### src/rtl/wb_master_initiator_pkg.sv
// Shared definitions for the Wishbone initiator: FSM encoding, bus widths
// common with the FPGA register responders, and the timed-out read pattern.
package wb_master_initiator_pkg;

    localparam int WB_ADDR_WIDTH = 7;
    localparam int WB_DATA_WIDTH = 32;
    localparam int WB_SEL_WIDTH  = WB_DATA_WIDTH / 8;

    localparam logic [31:0] TIMEOUT_RD_VALUE_DEF = 32'hDEF_FAB_AC;

    typedef enum logic [1:0] {
        ST_IDLE = 2'd0,
        ST_BUS  = 2'd1,
        ST_RESP = 2'd2
    } wbm_state_e;

endpackage

### src/rtl/wb_master_initiator_if.sv
// Command, response and Wishbone bus bundle of the initiator; the master
// modport is the initiator's view, the slave modport the surrounding fabric.
interface wb_master_initiator_if #(
    parameter int ADDRWIDTH = 7,
    parameter int DATAWIDTH = 32
);
    logic                     Cmd_Valid_i;
    logic                     Cmd_Ready_o;
    logic                     Cmd_WE_i;
    logic [ADDRWIDTH-1:0]     Cmd_ADR_i;
    logic [DATAWIDTH-1:0]     Cmd_DAT_i;
    logic [DATAWIDTH/8-1:0]   Cmd_SEL_i;

    logic                     Rsp_Valid_o;
    logic                     Rsp_Ready_i;
    logic [DATAWIDTH-1:0]     Rsp_DAT_o;
    logic                     Rsp_Err_o;

    logic                     WBm_CYC_o;
    logic                     WBm_STB_o;
    logic                     WBm_WE_o;
    logic [ADDRWIDTH-1:0]     WBm_ADR_o;
    logic [DATAWIDTH/8-1:0]   WBm_SEL_o;
    logic [DATAWIDTH-1:0]     WBm_DAT_o;
    logic [DATAWIDTH-1:0]     WBm_DAT_i;
    logic                     WBm_ACK_i;

    modport master (
        input  Cmd_Valid_i, Cmd_WE_i, Cmd_ADR_i, Cmd_DAT_i, Cmd_SEL_i,
        output Cmd_Ready_o,
        output Rsp_Valid_o, Rsp_DAT_o, Rsp_Err_o,
        input  Rsp_Ready_i,
        output WBm_CYC_o, WBm_STB_o, WBm_WE_o, WBm_ADR_o, WBm_SEL_o, WBm_DAT_o,
        input  WBm_DAT_i, WBm_ACK_i
    );

    modport slave (
        output Cmd_Valid_i, Cmd_WE_i, Cmd_ADR_i, Cmd_DAT_i, Cmd_SEL_i,
        input  Cmd_Ready_o,
        input  Rsp_Valid_o, Rsp_DAT_o, Rsp_Err_o,
        output Rsp_Ready_i,
        input  WBm_CYC_o, WBm_STB_o, WBm_WE_o, WBm_ADR_o, WBm_SEL_o, WBm_DAT_o,
        output WBm_DAT_i, WBm_ACK_i
    );

endinterface

### src/rtl/wb_master_timeout_cntr.sv
// Loadable ACK-timeout down-counter with zero flag, plus a saturating
// counter of timeout events.
module wb_master_timeout_cntr #(
    parameter int CNTR_WIDTH    = 4,
    parameter int LOAD_VALUE    = 14,
    parameter int ERR_CNT_WIDTH = 8
) (
    input  logic                     clk_i,
    input  logic                     rst_n_i,
    input  logic                     load_i,
    input  logic                     dec_i,
    input  logic                     evt_i,
    output logic                     zero_o,
    output logic [ERR_CNT_WIDTH-1:0] evt_cnt_o
);

    localparam logic [CNTR_WIDTH-1:0] LOAD_V = CNTR_WIDTH'(LOAD_VALUE);

    logic [CNTR_WIDTH-1:0]    cnt_q, cnt_d;
    logic [ERR_CNT_WIDTH-1:0] evt_cnt_q, evt_cnt_d;

    always_comb begin
        cnt_d = cnt_q;
        if (load_i)
            cnt_d = LOAD_V;
        else if (dec_i && (cnt_q != '0))
            cnt_d = cnt_q - 1'b1;
    end

    always_comb begin
        evt_cnt_d = evt_cnt_q;
        if (evt_i && (evt_cnt_q != '1))
            evt_cnt_d = evt_cnt_q + 1'b1;
    end

    always_ff @(posedge clk_i or negedge rst_n_i) begin
        if (!rst_n_i) begin
            cnt_q     <= '0;
            evt_cnt_q <= '0;
        end else begin
            cnt_q     <= cnt_d;
            evt_cnt_q <= evt_cnt_d;
        end
    end

    assign zero_o    = (cnt_q == '0);
    assign evt_cnt_o = evt_cnt_q;

endmodule

### src/rtl/wb_master_initiator.sv
// Single-outstanding Wishbone initiator: turns valid/ready commands into
// classic single read/write cycles, bounded by an ACK timeout.
module wb_master_initiator
    import wb_master_initiator_pkg::*;
#(
    parameter int                       ADDRWIDTH          = WB_ADDR_WIDTH,
    parameter int                       DATAWIDTH          = WB_DATA_WIDTH,
    parameter int                       TIMEOUT_CNTR_WIDTH = 4,
    parameter int                       TIMEOUT_CYCLES     = 15,
    parameter logic [DATAWIDTH-1:0]     TIMEOUT_RD_VALUE   = TIMEOUT_RD_VALUE_DEF,
    parameter int                       ERR_CNT_WIDTH      = 8
) (
    input  logic                     WBs_CLK_i,
    input  logic                     WBs_RST_n_i,
    wb_master_initiator_if.master    bus,
    output logic [ERR_CNT_WIDTH-1:0] Timeout_Cnt_o
);

    localparam int SELWIDTH = DATAWIDTH / 8;

    wbm_state_e state_q, state_d;

    logic                 cyc_q,       cyc_d;
    logic                 we_q,        we_d;
    logic [ADDRWIDTH-1:0] adr_q,       adr_d;
    logic [SELWIDTH-1:0]  sel_q,       sel_d;
    logic [DATAWIDTH-1:0] dat_q,       dat_d;
    logic                 rsp_valid_q, rsp_valid_d;
    logic [DATAWIDTH-1:0] rsp_dat_q,   rsp_dat_d;
    logic                 rsp_err_q,   rsp_err_d;

    logic accept;
    logic bus_ack;
    logic bus_tmo;
    logic tmo_zero;

    assign accept  = (state_q == ST_IDLE) && bus.Cmd_Valid_i;
    assign bus_ack = (state_q == ST_BUS) && bus.WBm_ACK_i;
    // ACK wins over the timeout when both land on the same edge.
    assign bus_tmo = (state_q == ST_BUS) && !bus.WBm_ACK_i && tmo_zero;

    wb_master_timeout_cntr #(
        .CNTR_WIDTH    (TIMEOUT_CNTR_WIDTH),
        .LOAD_VALUE    (TIMEOUT_CYCLES - 1),
        .ERR_CNT_WIDTH (ERR_CNT_WIDTH)
    ) u_tmo (
        .clk_i     (WBs_CLK_i),
        .rst_n_i   (WBs_RST_n_i),
        .load_i    (accept),
        .dec_i     ((state_q == ST_BUS) && !bus.WBm_ACK_i),
        .evt_i     (bus_tmo),
        .zero_o    (tmo_zero),
        .evt_cnt_o (Timeout_Cnt_o)
    );

    always_ff @(posedge WBs_CLK_i or negedge WBs_RST_n_i) begin
        if (!WBs_RST_n_i)
            state_q <= ST_IDLE;
        else
            state_q <= state_d;
    end

    always_comb begin
        state_d = state_q;
        case (state_q)
            ST_IDLE: if (bus.Cmd_Valid_i)            state_d = ST_BUS;
            ST_BUS:  if (bus_ack || bus_tmo)         state_d = ST_RESP;
            ST_RESP: if (bus.Rsp_Ready_i)            state_d = ST_IDLE;
            default:                                 state_d = ST_IDLE;
        endcase
    end

    always_comb begin
        cyc_d       = cyc_q;
        we_d        = we_q;
        adr_d       = adr_q;
        sel_d       = sel_q;
        dat_d       = dat_q;
        rsp_valid_d = rsp_valid_q;
        rsp_dat_d   = rsp_dat_q;
        rsp_err_d   = rsp_err_q;
        case (state_q)
            ST_IDLE: begin
                if (bus.Cmd_Valid_i) begin
                    cyc_d = 1'b1;
                    we_d  = bus.Cmd_WE_i;
                    adr_d = bus.Cmd_ADR_i;
                    sel_d = bus.Cmd_SEL_i;
                    if (bus.Cmd_WE_i)
                        dat_d = bus.Cmd_DAT_i;
                end
            end
            ST_BUS: begin
                if (bus_ack) begin
                    cyc_d       = 1'b0;
                    rsp_valid_d = 1'b1;
                    rsp_err_d   = 1'b0;
                    rsp_dat_d   = we_q ? '0 : bus.WBm_DAT_i;
                end else if (bus_tmo) begin
                    cyc_d       = 1'b0;
                    rsp_valid_d = 1'b1;
                    rsp_err_d   = 1'b1;
                    rsp_dat_d   = we_q ? '0 : TIMEOUT_RD_VALUE;
                end
            end
            ST_RESP: begin
                if (bus.Rsp_Ready_i)
                    rsp_valid_d = 1'b0;
            end
            default: begin
                cyc_d       = 1'b0;
                rsp_valid_d = 1'b0;
            end
        endcase
    end

    always_ff @(posedge WBs_CLK_i or negedge WBs_RST_n_i) begin
        if (!WBs_RST_n_i) begin
            cyc_q       <= 1'b0;
            we_q        <= 1'b0;
            adr_q       <= '0;
            sel_q       <= '0;
            dat_q       <= '0;
            rsp_valid_q <= 1'b0;
            rsp_dat_q   <= '0;
            rsp_err_q   <= 1'b0;
        end else begin
            cyc_q       <= cyc_d;
            we_q        <= we_d;
            adr_q       <= adr_d;
            sel_q       <= sel_d;
            dat_q       <= dat_d;
            rsp_valid_q <= rsp_valid_d;
            rsp_dat_q   <= rsp_dat_d;
            rsp_err_q   <= rsp_err_d;
        end
    end

    assign bus.Cmd_Ready_o = (state_q == ST_IDLE);
    assign bus.WBm_CYC_o   = cyc_q;
    assign bus.WBm_STB_o   = cyc_q;
    assign bus.WBm_WE_o    = we_q;
    assign bus.WBm_ADR_o   = adr_q;
    assign bus.WBm_SEL_o   = sel_q;
    assign bus.WBm_DAT_o   = dat_q;
    assign bus.Rsp_Valid_o = rsp_valid_q;
    assign bus.Rsp_DAT_o   = rsp_dat_q;
    assign bus.Rsp_Err_o   = rsp_err_q;

endmodule

### src/flat_wrapper.sv
// flat-port wrapper written by rule: the top's interface ports become plain ports
module wb_master_initiator_flat import wb_master_initiator_pkg::*;
#(
    parameter int                       ADDRWIDTH          = WB_ADDR_WIDTH,
    parameter int                       DATAWIDTH          = WB_DATA_WIDTH,
    parameter int                       TIMEOUT_CNTR_WIDTH = 4,
    parameter int                       TIMEOUT_CYCLES     = 15,
    parameter logic [DATAWIDTH-1:0]     TIMEOUT_RD_VALUE   = TIMEOUT_RD_VALUE_DEF,
    parameter int                       ERR_CNT_WIDTH      = 8
)
  (WBs_CLK_i, WBs_RST_n_i, Timeout_Cnt_o, bus_Cmd_Valid_i, bus_Cmd_WE_i, bus_Cmd_ADR_i, bus_Cmd_DAT_i, bus_Cmd_SEL_i, bus_Cmd_Ready_o, bus_Rsp_Valid_o, bus_Rsp_DAT_o, bus_Rsp_Err_o, bus_Rsp_Ready_i, bus_WBm_CYC_o, bus_WBm_STB_o, bus_WBm_WE_o, bus_WBm_ADR_o, bus_WBm_SEL_o, bus_WBm_DAT_o, bus_WBm_DAT_i, bus_WBm_ACK_i);
  wb_master_initiator_if #(.ADDRWIDTH(ADDRWIDTH), .DATAWIDTH(DATAWIDTH)) bus_i ();
  input  logic WBs_CLK_i;
  input  logic WBs_RST_n_i;
  output logic [ERR_CNT_WIDTH-1:0] Timeout_Cnt_o;
  input wire logic [$bits(bus_i.Cmd_Valid_i)-1:0] bus_Cmd_Valid_i;
  input wire logic [$bits(bus_i.Cmd_WE_i)-1:0] bus_Cmd_WE_i;
  input wire logic [$bits(bus_i.Cmd_ADR_i)-1:0] bus_Cmd_ADR_i;
  input wire logic [$bits(bus_i.Cmd_DAT_i)-1:0] bus_Cmd_DAT_i;
  input wire logic [$bits(bus_i.Cmd_SEL_i)-1:0] bus_Cmd_SEL_i;
  output wire logic [$bits(bus_i.Cmd_Ready_o)-1:0] bus_Cmd_Ready_o;
  output wire logic [$bits(bus_i.Rsp_Valid_o)-1:0] bus_Rsp_Valid_o;
  output wire logic [$bits(bus_i.Rsp_DAT_o)-1:0] bus_Rsp_DAT_o;
  output wire logic [$bits(bus_i.Rsp_Err_o)-1:0] bus_Rsp_Err_o;
  input wire logic [$bits(bus_i.Rsp_Ready_i)-1:0] bus_Rsp_Ready_i;
  output wire logic [$bits(bus_i.WBm_CYC_o)-1:0] bus_WBm_CYC_o;
  output wire logic [$bits(bus_i.WBm_STB_o)-1:0] bus_WBm_STB_o;
  output wire logic [$bits(bus_i.WBm_WE_o)-1:0] bus_WBm_WE_o;
  output wire logic [$bits(bus_i.WBm_ADR_o)-1:0] bus_WBm_ADR_o;
  output wire logic [$bits(bus_i.WBm_SEL_o)-1:0] bus_WBm_SEL_o;
  output wire logic [$bits(bus_i.WBm_DAT_o)-1:0] bus_WBm_DAT_o;
  input wire logic [$bits(bus_i.WBm_DAT_i)-1:0] bus_WBm_DAT_i;
  input wire logic [$bits(bus_i.WBm_ACK_i)-1:0] bus_WBm_ACK_i;
  assign bus_i.Cmd_Valid_i = bus_Cmd_Valid_i;
  assign bus_i.Cmd_WE_i = bus_Cmd_WE_i;
  assign bus_i.Cmd_ADR_i = bus_Cmd_ADR_i;
  assign bus_i.Cmd_DAT_i = bus_Cmd_DAT_i;
  assign bus_i.Cmd_SEL_i = bus_Cmd_SEL_i;
  assign bus_Cmd_Ready_o = bus_i.Cmd_Ready_o;
  assign bus_Rsp_Valid_o = bus_i.Rsp_Valid_o;
  assign bus_Rsp_DAT_o = bus_i.Rsp_DAT_o;
  assign bus_Rsp_Err_o = bus_i.Rsp_Err_o;
  assign bus_i.Rsp_Ready_i = bus_Rsp_Ready_i;
  assign bus_WBm_CYC_o = bus_i.WBm_CYC_o;
  assign bus_WBm_STB_o = bus_i.WBm_STB_o;
  assign bus_WBm_WE_o = bus_i.WBm_WE_o;
  assign bus_WBm_ADR_o = bus_i.WBm_ADR_o;
  assign bus_WBm_SEL_o = bus_i.WBm_SEL_o;
  assign bus_WBm_DAT_o = bus_i.WBm_DAT_o;
  assign bus_i.WBm_DAT_i = bus_WBm_DAT_i;
  assign bus_i.WBm_ACK_i = bus_WBm_ACK_i;
  wb_master_initiator #(.ADDRWIDTH(ADDRWIDTH), .DATAWIDTH(DATAWIDTH), .TIMEOUT_CNTR_WIDTH(TIMEOUT_CNTR_WIDTH), .TIMEOUT_CYCLES(TIMEOUT_CYCLES), .TIMEOUT_RD_VALUE(TIMEOUT_RD_VALUE), .ERR_CNT_WIDTH(ERR_CNT_WIDTH)) u_core (.WBs_CLK_i(WBs_CLK_i), .WBs_RST_n_i(WBs_RST_n_i), .bus(bus_i), .Timeout_Cnt_o(Timeout_Cnt_o));
endmodule
### config.mk
export PLATFORM = sky130hd
export DESIGN_NAME = wb_master_initiator_flat
export DESIGN_NICKNAME = d
export VERILOG_FILES = /design/src/rtl/wb_master_initiator_pkg.sv /design/src/rtl/wb_master_initiator_if.sv /design/src/rtl/wb_master_timeout_cntr.sv /design/src/rtl/wb_master_initiator.sv /design/src/flat_wrapper.sv
export SDC_FILE = /design/constraint.sdc
export NUM_CORES = 1
export LEC_CHECK = 0
export ABC_AREA = 1
export BUFFER_PORTS_ARGS = -buffer_cell sky130_fd_sc_hd__clkbuf_2
export CORE_MARGIN = 4
export CORE_UTILIZATION = 52
export DETAILED_ROUTE_END_ITERATION = 7
export PLACE_DENSITY_LB_ADDON = 0.15
export SLEW_MARGIN = 25
export SYNTH_ARGS = -nofsm -noshare
export SYNTH_HDL_FRONTEND = slang
export SYNTH_SLANG_ARGS = --single-unit
### constraint.sdc
create_clock -name WBs_CLK_i -period 2.2 [get_ports WBs_CLK_i]
set_clock_uncertainty 0.05 [all_clocks]
set_input_delay 0.44 -clock WBs_CLK_i [delete_from_list [all_inputs] [get_ports WBs_CLK_i]]
set_output_delay 0.44 -clock WBs_CLK_i [all_outputs]
set_load 0.02 [all_outputs]
**Word-level counts from Yosys, hierarchy flattened**

Cells that the tools add are included.

- $add $sub $neg: 2
- Multipliers: 0
- Divide/modulo/power cells: 0
- Order comparisons: 0
- Equality and inequality tests: 7
- Shift-type cells: 0
- Multiplexer cells: 19
- Bitwise logic cells: 2
- Reduce and logical (&&, ||, !) cells: 19

Operators by type and width:

| operator | number |
|---|---|
| 32-bit two-way mux | 4 |
| 3-bit AND reduction | 4 |
| 8-bit by 1-bit adder with 8-bit output, second input constant | 1 |
| 4-bit two-way mux | 2 |
| 8-bit inequality test, second input constant | 1 |
| 1-bit two-way mux | 7 |
| 1-bit logical AND | 6 |
| 2-bit two-way mux | 3 |
| 2-bit inequality test, second input constant | 3 |
| 1-bit case mux with 3 select lines | 2 |
| 2-bit case mux with 3 select lines | 1 |
| 4-bit logical NOT | 1 |
| 2-bit AND reduction | 2 |
| 2-bit nonzero test | 2 |
| 4-bit nonzero test | 1 |
| 4-bit by 1-bit subtractor with 4-bit output, second input constant | 1 |
| 3-bit by 1-bit inequality test with 1-bit output, second input constant | 1 |
| 2-bit by 1-bit equality test with 1-bit output, second input constant | 1 |
| 2-bit equality test, second input constant | 1 |
| 2-bit logical NOT | 1 |
| 1-bit inverter | 2 |
| 1-bit logical NOT | 1 |
| 1-bit logical OR | 1 |

- Register bits: 93
- Bits in latches: 0
- RAM bits: 0
- ROM bits: 0
- Bits of input ports: 81
- Output and inout port bits: 89
- Logic and storage cells: 60
- Memories: 0

**Depth between registers and ports, before layout**

- Depth after elaboration: 6
- Gate-level depth with buffers: 9
- Depth with buffers taken out: 8

**Hierarchy**

A second synthesis with hierarchy kept.

- Cells, all modules: 497
- Area, all modules: 4062.6 um^2

By module, submodules not included:

| module | instances | cells an instance | area each (um^2) |
|---|---|---|---|
| wb_master_initiator | 1 | 404 | 3375.7 |
| wb_master_timeout_cntr | 1 | 93 | 686.9 |

**Least setup slack after synthesis**

Ideal clock, no wire load.

- Path kind: flip-flop to flip-flop
- Start: register u_core.u_tmo.evt_cnt_q[0], in the netlist u_core.u_tmo.evt_cnt_o[0]
- End: register u_core.u_tmo.evt_cnt_q[0], in the netlist u_core.u_tmo.evt_cnt_o[0]
- Library setup time: 65 ps
- Arrival time: 1336 ps
- Setup slack: 748 ps
- Cell stages (with the launch flop): 8
- Buffers on the path: 0
- Period minus slack after synthesis: 1452 ps
- Cells stage by stage: dfrtp_1 ha_1 nand3_1 nor2_1 nand2_1 nand2_1 nand2_1 nand2_1

- Word-level cells in the longest chain between the ends: 2

Ends and longest elaborated chain:

| element | line | RTL |
|---|---|---|
| start, declared | wb_master_timeout_cntr.sv:20 | `logic [ERR_CNT_WIDTH-1:0] evt_cnt_q, evt_cnt_d;` |
| start signal, assigned | wb_master_timeout_cntr.sv:42 | `evt_cnt_q <= evt_cnt_d;` |
| parallel branches: the longest is 2 deep, another holds 8-bit by 1-bit adder with 8-bit output | - |  |

Parallel ways; which one is timed is not known.
A chain may end at the register's enable or synchronous reset.

**Final worst setup path**

- Start: register u_core.u_tmo.cnt_q[0]
- End: register u_core.rsp_dat_q[5], in the netlist u_core.bus.Rsp_DAT_o[5]

- Word-level cells in the longest chain between the ends: 4

Ends and longest elaborated chain:

| element | line | RTL |
|---|---|---|
| start, declared | wb_master_timeout_cntr.sv:19 | `logic [CNTR_WIDTH-1:0] cnt_q, cnt_d;` |
| start signal, assigned | wb_master_timeout_cntr.sv:41 | `cnt_q <= cnt_d;` |
| 4-bit logical NOT | wb_master_timeout_cntr.sv:46 | `assign zero_o = (cnt_q == '0);` |
| 1-bit logical AND | wb_master_initiator.sv:40 | `assign bus_tmo = (state_q == ST_BUS) && !bus.WBm_ACK_i && tmo_zero;` |
| 2-bit nonzero test (no source line) | - |  |
| 2-bit AND reduction (no source line) | - |  |
| end signal, assigned | wb_master_initiator.sv:134 | `rsp_dat_q <= rsp_dat_d;` |
| end, declared | wb_master_initiator.sv:29 | `logic [DATAWIDTH-1:0] rsp_dat_q, rsp_dat_d;` |

Every way passes these cells.

==> key figures <==
STA
  • Final setup viols: 0
  • Post-Route Hold Slack: 231 ps
  • Tmin final: between 1500 and 2000 ps
  • Max Slew Vio Count: 0
  • FMAX: 0.575 GHz
  • Post-route setup TNS: 0 ps
  • Tightest slew margin relative to the limit: between 70% and 80%
  • Setup repair after global routing missed its margin: false
  • Hold Fails Final Rpt: 0
  • Worst Tran Pin Value: 434 ps
  • Final worst-path cycle share: between 70% and 80%

Synth
  • Post-Synth Adder-Cell Area: less than 1%
  • Yosys top cell by area: sky130_fd_sc_hd__dfrtp_1
  • Cells after synthesis: between 500 and 600
  • Mux share of post-synthesis cell area: 0%
  • Compound-gate portion of the synthesized area: 0.697%
  • Top cells by area, synth: sky130_fd_sc_hd__dfrtp_1 (56%), sky130_fd_sc_hd__nand2_1 (23%), sky130_fd_sc_hd__nand3_1 (5.1%)
  • Synthesis warning total: 0
  • Synthesized area per cell: 8.14 sq um
  • Simple-gate area share of the yosys netlist: 35.7%
  • Share of the synthesized area in the top cell type: 56.4%
  • Synth Net Count: 590
  • Synthesized area: ~0.0041 sq mm
  • Count of cell types in the netlist: 21
  • Share of the yosys chip area belonging to registers: between 50% and 60%
  • Combinational family with the most area after synthesis: simple AND/OR/NAND/NOR gates
  • Xor/xnor cell area share of the yosys netlist: 0.637%
  • Number of flip-flops and latches in the synthesized netlist: 93

Clocking
  • CTS tree: yes
  • Later-pin clock latency in the skew report: 350 ps
  • Clock Pin Slew Worst Setup and Hold Paths: 90 ps
  • Htree depth: 3
  • Post-CTS setup buffer count: 0
  • Clock Path Buffers: 2
  • Number of buffers inserted for hold repair after clock tree synthesis: 1
  • TritonCTS Buffers: 9
  • Cts repair resizes: 0
  • Clock root buffer: sky130_fd_sc_hd__clkbuf_8
  • Clock sink total: 93

Status
  • Result of the run: completed

Detailed routing
  • WL per Instance: 12.7 microns
  • Router iterations before antenna repair: 4
  • Via-per-instance ratio: 4.79
  • First-iteration detailed-routing DRC count: ~190
  • Count of antenna-violating nets left after detailed routing: 0
  • WL final: 9910 microns
  • Residual DRC count: 0
  • Overall via count from detail_route: 3,730

Cells and area
  • Share of cells above drive strength 1: 30.6%
  • Final-stage net count: roughly 760
  • Most frequent standard cell in the layout excluding fill and tap cells: sky130_fd_sc_hd__nand2_1
  • Number of antenna repair diodes: 0
  • Util after Layout: 67.6%
  • Layout area overhead: 26.6%
  • Final-layout fill cell count: 681
  • Commonest cells after routing, fill and taps aside: sky130_fd_sc_hd__nand2_1 (256), sky130_fd_sc_hd__clkbuf_2 (168), sky130_fd_sc_hd__dfrtp_1 (93)

Global routing
  • Wire length of the first global-routing pass: 17,400 microns
  • Number of global-route vias before repair: 3,727
  • Initial antenna violation count: 0
  • Total global-route track usage: 22.4%
  • Total overflow reported by the global router: 0
  • Largest net degree at the start of global routing: 46

Floorplanning
  • Starting density of the core: 53.4%
  • Number of I/O pins: 170
  • Die Footprint: between 0.009 and 0.01 sq mm
  • Vertical extent of the die: 97.1 microns
  • Total core area: 0.00773 sq mm
  • Num rows: 32
  • Width of the chip: 97.1 microns

Critical path
  • WP data required: around 2400 ps
  • Highest fanout seen on the critical path: 27
  • Arrival time at the worst endpoint: 1970 ps
  • Worst reg2reg setup slack: approximately 460 ps
  • Critical path startpoint category: flip-flop
  • Path type of the worst setup path: reg -> reg
  • Kind of capture point of the worst setup path: flip-flop

Place
  • Detailed Place HPWL: 7380 microns
  • PortBufs: 169
  • Routability congestion estimate from global placement: around 0.76

Min path
  • Min-Delay Path Class: in -> reg

Power
  • Power per standard cell area: 1460 mW/mm^2
  • P_leak: 3.09 nW
  • Worst vdd rail ir drop: 0.860 mV

Flow run
  • Total of max-cap violations: 0
worst max-delay path, stage by stage, from the launching register on:
cell	delay, ps
sky130_fd_sc_hd__dfrtp_1	330
sky130_fd_sc_hd__inv_1	70
sky130_fd_sc_hd__ha_1	240
sky130_fd_sc_hd__nand2_1	80
sky130_fd_sc_hd__nor2_1	60
sky130_fd_sc_hd__o21ai_2	300
sky130_fd_sc_hd__buf_4	360
sky130_fd_sc_hd__nand2_1	100
sky130_fd_sc_hd__nand2_1	80
path summary, 6_finish.rpt:
check | from | end | cells past startpoint
min in group asynchronous | WBs_RST_n_i | u_core.u_tmo.evt_cnt_o[0]$_DFFE_PN0P_ | 2
hold / removal | bus_Cmd_SEL_i[2] | u_core.bus.WBm_SEL_o[2]$_DFFE_PN0P_ | 3
setup / recovery | u_core.u_tmo.cnt_q[0]$_DFFE_PN0P_ | u_core.bus.Rsp_DAT_o[5]$_DFFE_PN0P_ | 8
setup reg to reg | u_core.u_tmo.cnt_q[0]$_DFFE_PN0P_ | u_core.bus.Rsp_DAT_o[5]$_DFFE_PN0P_ | 8
hold reg to reg | u_core.bus.WBm_DAT_o[30]$_DFFE_PN0P_ | u_core.bus.WBm_DAT_o[30]$_DFFE_PN0P_ | 2
max in group asynchronous | WBs_RST_n_i | u_core.bus.Rsp_DAT_o[12]$_DFFE_PN0P_ | 3
cell families (layout without fill, tap and decap cells):
logic type / after synthesis / count (layout)
compound gates: 5 / 5
fa+ha+maj: 2 / 2
buf+inv: 40 / 210
simple gates: 364 / 364
xor+xnor: 3 / 3
flops: 93 / 93
where the power goes:
group / switching [mW] / internal (mW) / leakage, nW
Sequential: 0.465 / 2.47 / 1.17
Combinational: 2.33 / 1.10 / 1.82
Clock: 0.588 / 0.674 / 0.106
flip-flops by register name (all words and copies together) (netlist names):
register,flops
u_core.bus.WBm_ADR_o,7
u_core.bus.WBm_WE_o,1
u_core.bus.Rsp_Valid_o,1
u_core.bus.WBm_SEL_o,4
u_core.state_q,2
u_core.bus.Rsp_DAT_o,32
u_core.u_tmo.evt_cnt_o,8
u_core.u_tmo.cnt_q,4
u_core.bus.WBm_CYC_o,1
u_core.bus.WBm_DAT_o,32
u_core.bus.Rsp_Err_o,1
area by class of cell:
cell class	count	area (sq um)	share of cell area [%]
multi-input cells	374	1550	29.7
clock buffers	11	141	2.71
repair buffers	178	931	17.8
flip-flops and latches	93	2330	44.6
inverters	16	60.1	1.15
clock inverters	5	83.8	1.60
well taps	102	128	2.44
synth_stat cells:
cell type / n
sky130_fd_sc_hd__xnor2_1: 1
sky130_fd_sc_hd__dfrtp_1: 93
sky130_fd_sc_hd__o21ai_0: 4
sky130_fd_sc_hd__inv_1: 12
sky130_fd_sc_hd__inv_2: 4
sky130_fd_sc_hd__o21ai_2: 1
sky130_fd_sc_hd__nand3_1: 42
sky130_fd_sc_hd__nand2_2: 1
sky130_fd_sc_hd__buf_6: 9
sky130_fd_sc_hd__buf_4: 7
sky130_fd_sc_hd__ha_1: 2
sky130_fd_sc_hd__nor2_2: 5
sky130_fd_sc_hd__buf_2: 3
sky130_fd_sc_hd__clkbuf_1: 5
sky130_fd_sc_hd__nor2_1: 53
sky130_fd_sc_hd__nand2_1: 256
sky130_fd_sc_hd__nand2_4: 3
sky130_fd_sc_hd__nand4_1: 2
sky130_fd_sc_hd__nor2_4: 1
sky130_fd_sc_hd__nand3b_1: 1
sky130_fd_sc_hd__xor2_1: 2
per-stage QoR:
stage,instances,setup slack [ps],power (mW),instance area (sq um)
5_1_grt,779,230,8.24,5220
6_report,779,462,7.62,5220
3_5_place_dp,762,460,6.43,4990
3_3_place_gp,762,523,6.32,4990
4_1_cts,779,449,7.71,5220
2_1_floorplan,507,748,5.29,4130
routing by layer:
metal  GRT usage (%)  part of all wire [%]  wire length (microns)
met5               0                     0                      0
met2            36.3                    48                   4740
met3            6.39                   8.1                    807
met4            7.99                   1.6                    159
met1            28.9                    42                   4200
No activity file was read; power rests on OpenSTA's default activity.
